**config.mk**
```make
export PLATFORM = sky130hd
export DESIGN_NAME = mipi_tx_lane_ctrl
export DESIGN_NICKNAME = d
export VERILOG_FILES = /design/src/rtl/mipi_tx_pkg.sv /design/src/rtl/mipi_tx_lane_ctrl.sv
export SDC_FILE = /design/constraint.sdc
export NUM_CORES = 1
export LEC_CHECK = 0
export BUFFER_PORTS_ARGS = -buffer_cell sky130_fd_sc_hd__buf_2
export CORE_MARGIN = 2
export CORE_UTILIZATION = 53
export CTS_CLUSTER_DIAMETER = 120
export DETAILED_ROUTE_END_ITERATION = 7
export PLACE_DENSITY = 0.75
export SLEW_MARGIN = 0
export SYNTH_ARGS = -nofsm -noshare
export SYNTH_HDL_FRONTEND = slang
export SYNTH_SLANG_ARGS = --single-unit
```
**constraint.sdc**
```tcl
create_clock -name clk -period 2.18 [get_ports clk]
set_clock_uncertainty 0.1 [all_clocks]
set_input_delay 0.436 -clock clk [delete_from_list [all_inputs] [get_ports clk]]
set_output_delay 0.436 -clock clk [all_outputs]
set_load 0.05 [all_outputs]
```
**src/rtl/mipi_tx_pkg.sv**
```systemverilog
// Shared types and constants for the MIPI D-PHY transmit lane controller.
// Holds the FSM state enum, sync byte, LP levels and timing helper functions.
package mipi_tx_pkg;

   typedef enum logic [2:0] {
      ST_IDLE,
      ST_LP01,
      ST_LP00,
      ST_HSZERO,
      ST_SYNC,
      ST_DATA,
      ST_TRAIL,
      ST_EXIT
   } state_t;

   localparam logic [7:0] SYNC_BYTE = 8'hB8;

   // LP levels packed as {P, N}
   localparam logic [1:0] LP11 = 2'b11;
   localparam logic [1:0] LP01 = 2'b01;
   localparam logic [1:0] LP00 = 2'b00;

   // Trail drives the inverse of the final HS bit on the line.
   function automatic logic [7:0] trail_byte(input logic [7:0] last);
      return last[7] ? 8'h00 : 8'hFF;
   endfunction

   // Timing parameters of zero behave as one cycle.
   function automatic int eff_cycles(input int t);
      return (t < 1) ? 1 : t;
   endfunction

   function automatic int max_of(input int a, input int b);
      return (a > b) ? a : b;
   endfunction

endpackage

```
**src/rtl/mipi_tx_lane_ctrl.sv**
```systemverilog
// MIPI D-PHY transmit lane controller (byte-clock domain): sequences LP-11,
// LP-01, LP-00, HS-zero, sync, payload, trail and exit on all lanes in lockstep.
// Ports: clk, rst_n (async, active low); s_data/s_valid/s_last/s_ready word
// stream; hs_data/hs_en to the serializers; lp_p/lp_n to the LP drivers;
// busy (not IDLE); underrun (sticky until reset).
module mipi_tx_lane_ctrl
   import mipi_tx_pkg::*;
#(
   parameter int MIPI_LANES   = 1,
   parameter int T_LPX        = 4,
   parameter int T_HS_PREPARE = 3,
   parameter int T_HS_ZERO    = 8,
   parameter int T_HS_TRAIL   = 5,
   parameter int T_HS_EXIT    = 6
) (
   input  logic                      clk,
   input  logic                      rst_n,
   input  logic [8*MIPI_LANES-1:0]   s_data,
   input  logic                      s_valid,
   input  logic                      s_last,
   output logic                      s_ready,
   output logic [8*MIPI_LANES-1:0]   hs_data,
   output logic                      hs_en,
   output logic [MIPI_LANES-1:0]     lp_p,
   output logic [MIPI_LANES-1:0]     lp_n,
   output logic                      busy,
   output logic                      underrun
);

   if (MIPI_LANES != 1 && MIPI_LANES != 2 && MIPI_LANES != 4) begin : g_bad_lanes
      $fatal(1, "mipi_tx_lane_ctrl: MIPI_LANES must be 1, 2 or 4");
   end

   localparam int LPX  = eff_cycles(T_LPX);
   localparam int PREP = LPX + eff_cycles(T_HS_PREPARE);
   localparam int ZERO = eff_cycles(T_HS_ZERO);
   localparam int TRL  = eff_cycles(T_HS_TRAIL);
   localparam int EXT  = eff_cycles(T_HS_EXIT);
   localparam int TMAX = max_of(max_of(max_of(LPX, PREP), max_of(ZERO, TRL)), EXT);
   localparam int CW   = $clog2(TMAX) + 1;

   localparam logic [CW-1:0] LD_LPX   = CW'(LPX - 1);
   localparam logic [CW-1:0] LD_PREP  = CW'(PREP - 1);
   localparam logic [CW-1:0] LD_ZERO  = CW'(ZERO - 1);
   localparam logic [CW-1:0] LD_TRL   = CW'(TRL - 1);
   // After s_last the first TRAIL cycle still shows the final payload word,
   // so the count is one longer and that cycle is recognised by its value.
   localparam logic [CW-1:0] LD_TRL_P = CW'(TRL);
   localparam logic [CW-1:0] LD_EXT   = CW'(EXT - 1);

   state_t          state;
   logic [CW-1:0]   cnt;
   logic [1:0]      lp_lvl;
   logic [8*MIPI_LANES-1:0] trail_all;

   assign s_ready = (state == ST_SYNC) || (state == ST_DATA);
   assign lp_p    = {MIPI_LANES{lp_lvl[1]}};
   assign lp_n    = {MIPI_LANES{lp_lvl[0]}};

   always_comb begin
      trail_all = '0;
      for (int i = 0; i < MIPI_LANES; i++) begin
         trail_all[8*i +: 8] = trail_byte(hs_data[8*i +: 8]);
      end
   end

   always_ff @(posedge clk or negedge rst_n) begin
      if (!rst_n) begin
         state    <= ST_IDLE;
         cnt      <= '0;
         lp_lvl   <= LP11;
         hs_en    <= 1'b0;
         hs_data  <= '0;
         busy     <= 1'b0;
         underrun <= 1'b0;
      end else begin
         unique case (state)
            ST_IDLE: begin
               // cnt carries the remainder of the exit time
               if (cnt != '0) begin
                  cnt <= cnt - 1'b1;
               end else if (s_valid) begin
                  state  <= ST_LP01;
                  cnt    <= LD_LPX;
                  lp_lvl <= LP01;
                  busy   <= 1'b1;
               end
            end
            ST_LP01: begin
               if (cnt == '0) begin
                  state  <= ST_LP00;
                  cnt    <= LD_PREP;
                  lp_lvl <= LP00;
               end else begin
                  cnt <= cnt - 1'b1;
               end
            end
            ST_LP00: begin
               if (cnt == '0) begin
                  state   <= ST_HSZERO;
                  cnt     <= LD_ZERO;
                  hs_en   <= 1'b1;
                  hs_data <= '0;
               end else begin
                  cnt <= cnt - 1'b1;
               end
            end
            ST_HSZERO: begin
               if (cnt == '0) begin
                  state   <= ST_SYNC;
                  hs_data <= {MIPI_LANES{SYNC_BYTE}};
               end else begin
                  cnt <= cnt - 1'b1;
               end
            end
            ST_SYNC, ST_DATA: begin
               if (s_valid) begin
                  hs_data <= s_data;
                  if (s_last) begin
                     state <= ST_TRAIL;
                     cnt   <= LD_TRL_P;
                  end else begin
                     state <= ST_DATA;
                  end
               end else begin
                  underrun <= 1'b1;
                  hs_data  <= trail_all;
                  state    <= ST_TRAIL;
                  cnt      <= LD_TRL;
               end
            end
            ST_TRAIL: begin
               if (cnt == LD_TRL_P) begin
                  hs_data <= trail_all;
               end
               if (cnt == '0) begin
                  state   <= ST_EXIT;
                  cnt     <= LD_EXT;
                  hs_en   <= 1'b0;
                  hs_data <= '0;
                  lp_lvl  <= LP11;
               end else begin
                  cnt <= cnt - 1'b1;
               end
            end
            ST_EXIT: begin
               state <= ST_IDLE;
               busy  <= 1'b0;
               if (cnt != '0) begin
                  cnt <= cnt - 1'b1;
               end
            end
            default: begin
               state <= ST_IDLE;
            end
         endcase
      end
   end

endmodule
```
==> impl_metrics.tcl <==
set metrics [dict create \
    status "completed" \
    worstHoldStart "s_last" \
    die_h_um 52.15 \
    synth_cell_types 43 \
    synth_nets 145 \
    powerDensity_mw_per_mm2 1577 \
    finalNonFillerCells 184 \
    timing.slew.headroom_pct 65.93 \
    seq_area_frac_synth_pct 40.94 \
    gp_congestion 0.8612 \
    cts_root_buffer "clkbuf_4" \
    first_iter_violations 22 \
    dpl.hpwl_mm 2.069 \
    hold_path_class "input port to flop" \
    dieArea_mm2 0.002720 \
    worst_pin_slew_ps 504.6 \
    r2r_start "cnt[0]" \
    clockBufferDepth 2 \
    finalNetCount 172 \
    min_to "state[1]" \
    clock.fmax_mhz 481.2 \
    end_kind "output pin" \
    crit_family "buffers and inverters" \
    initial_core_util_pct 55.54 \
    layout_commonest_cell "buf_2" \
    synth_top_cell_by_area "dfrtp_1" \
    vias 1114 \
    rows 17 \
    slowest_delay_ps 500 \
    totalWireLength_mm 2.821 \
    r2r_slack_ps 180 \
    grt_pass1_vias 1032 \
    crit_path_cell_trace "buf_4, nand2b_1, inv_1, clkbuf_4" \
    synth_area_mm2 0.001229 \
    diodes 0 \
    die_w_um 52.15 \
    setup_tns_ps 0 \
    mostFrequentLayoutCells "buf_2, dfrtp_1, o21ai_0, a21oi_1, a22o_1" \
    drtAntennaViolNets 0 \
    grt_pass1_wl_mm 4.705 \
    grt_use_total_pct 23.46 \
    cts_buffers 3 \
    yosys.area.top_type_share_pct 36.66 \
    drt_pass1_iterations 4 \
    htreeDepth 1 \
    drc 0 \
    cp.required_ps 1640 \
    cp_slowest_cell "dfrtp_1" \
    finalMaxSlewViolations 0 \
    reg2reg_depth 6 \
    drive_gt1_share_pct 30.77 \
    critical_path.max_fanout 9 \
    worstPathArrival_ps 1540 \
    ys_top_cells_by_area "dfrtp_1, a22o_1, o21ai_0, dfstp_2, a21oi_1" \
    io_pins 26 \
    worstPathBufferInverterCount 3 \
    numPortBuffers 25 \
    grt_max_degree 21 \
    leakage_uw 0.0006929 \
    cts_tree "yes" \
    irDropWorstVdd_mv 0.9072 \
    clk-insertion-delay-late_ps 310 \
    routedWlPerCell_um 15.33 \
    antenna_found_initial 0 \
    path_clk_slew_ps 110 \
    worst-setup-path-type "flop to output pin" \
    setup_viol 0 \
    clkSinkCount 20 \
    rsz0062_at_grt "false" \
    synth_seq_cells 20 \
    gr-total-overflow 0 \
    final_hold_viol_count 0 \
    hold_depth 3 \
    setup.worst_path.start_class "flop" \
    drv_cap 0 \
    syn_inst 130 \
    coreArea_mm2 0.002212 \
    fin_crit_sh_pct 95.33 \
    regToRegEndpoint "cnt[2]" \
    syn_avg_cell_area_um2 9.451 \
    yosysWarnings 0 \
    fin_crit_ps 2078 \
    viasPerCell 6.054 \
    dp.cells 179 \
    area_growth_pct 16.29 \
]
-- power by group --
group	switching, µW	internal, µW	total (µW)
logic	859	498	1360
registers	138	536	674
clock network	119	102	221
-- state kept, by name, summed over array words and instances, names as in the netlist --
name / count
hs_data: 8
state: 3
lp_lvl: 2
cnt: 4
hs_en: 1
underrun: 1
busy: 1
-- cell families after synthesis --
family                     after synthesis  synth area share [%]
and+or+nand+nor                         40                 19.15
DFF                                     20                 40.94
buffers and inverters                   16                 6.720
AOI/OAI and AO/OA                       49                 28.51
adders and majority gates                3                 3.055
muxes                                    2                 1.629
-- cell type report --
type,count,area (µm²)
fillers,203,783.3
multi-input cells,94,649.4
flip-flops and latches,20,503.0
repair buffers,32,182.7
clock buffers,4,36.28
well taps,28,35.03
inverters,6,22.52
-- worst register-to-register path, cell delays in order (launching register included) --
cell and delay, ps:
dfrtp_1 430, inv_1 110, ha_1 190, or4b_2 640
o32a_1 200, o21ai_1 120, a22oi_1 90
-- per-stage QoR --
stage	worst slack [ps]	hold WS, ps	util [%]	instance area [µm²]	power, µW
after floorplan	262.0	40.41	-	1229	1724
after global placement	183.3	303.6	62.10	1374	1963
after detailed placement	117.0	308.6	62.10	1374	2015
after CTS	73.20	343.3	64.20	1420	2243
after global routing	20.96	365.7	64.59	1429	2419
final	101.7	344.0	64.59	1429	2253
-- synth_stat cells --
library cell,count
a21bo_2,1
a21boi_4,1
a21o_1,1
a21oi_1,10
a22o_1,9
a22oi_1,1
a31oi_1,2
and2_4,1
and3_1,1
buf_2,3
buf_4,1
buf_6,2
clkbuf_1,4
dfrtp_1,18
dfstp_2,2
ha_1,3
inv_1,6
mux2i_1,2
nand2_1,6
nand2b_1,3
nand3_1,8
nand3_2,1
nand4b_1,1
nor2_1,7
nor2b_1,2
nor3_1,1
nor3b_1,1
nor3b_2,1
o211a_1,1
o211ai_1,4
o21a_4,1
o21ai_0,11
o21ai_1,2
o21bai_1,1
o221ai_1,1
o311ai_0,1
o32a_1,2
or2_2,2
or3_1,1
or3b_1,1
or4_1,1
or4b_2,1
or4bb_1,1
-- layer usage --
metal,up-vias,track usage [%],part of all wire [%]
met4,0,10.26,1.9
met1,540,33.89,48
met3,7,2.586,4.5
met5,-,0,0
li1,533,-,-
met2,34,35.44,46
-- worst max path at each step --
stage,start,end,slack [ps],cells past startpoint
after global routing,state[1],s_ready,20,4
after floorplan,cnt[0],cnt[0],260,7
after CTS,state[1],s_ready,70,4
after global placement,cnt[0],cnt[1],180,6
after detailed placement,cnt[0],cnt[1],120,6
final,state[1],s_ready,100,4
-- what timing repair did --
item	4_1_cts	5_1_grt
resized for setup	0	4
endpoints found under the setup margin	0	11
hold buffers	1	0
endpoints found under the hold margin	18	0
setup buffers	0	0
Power figures use the tool's default switching activity.
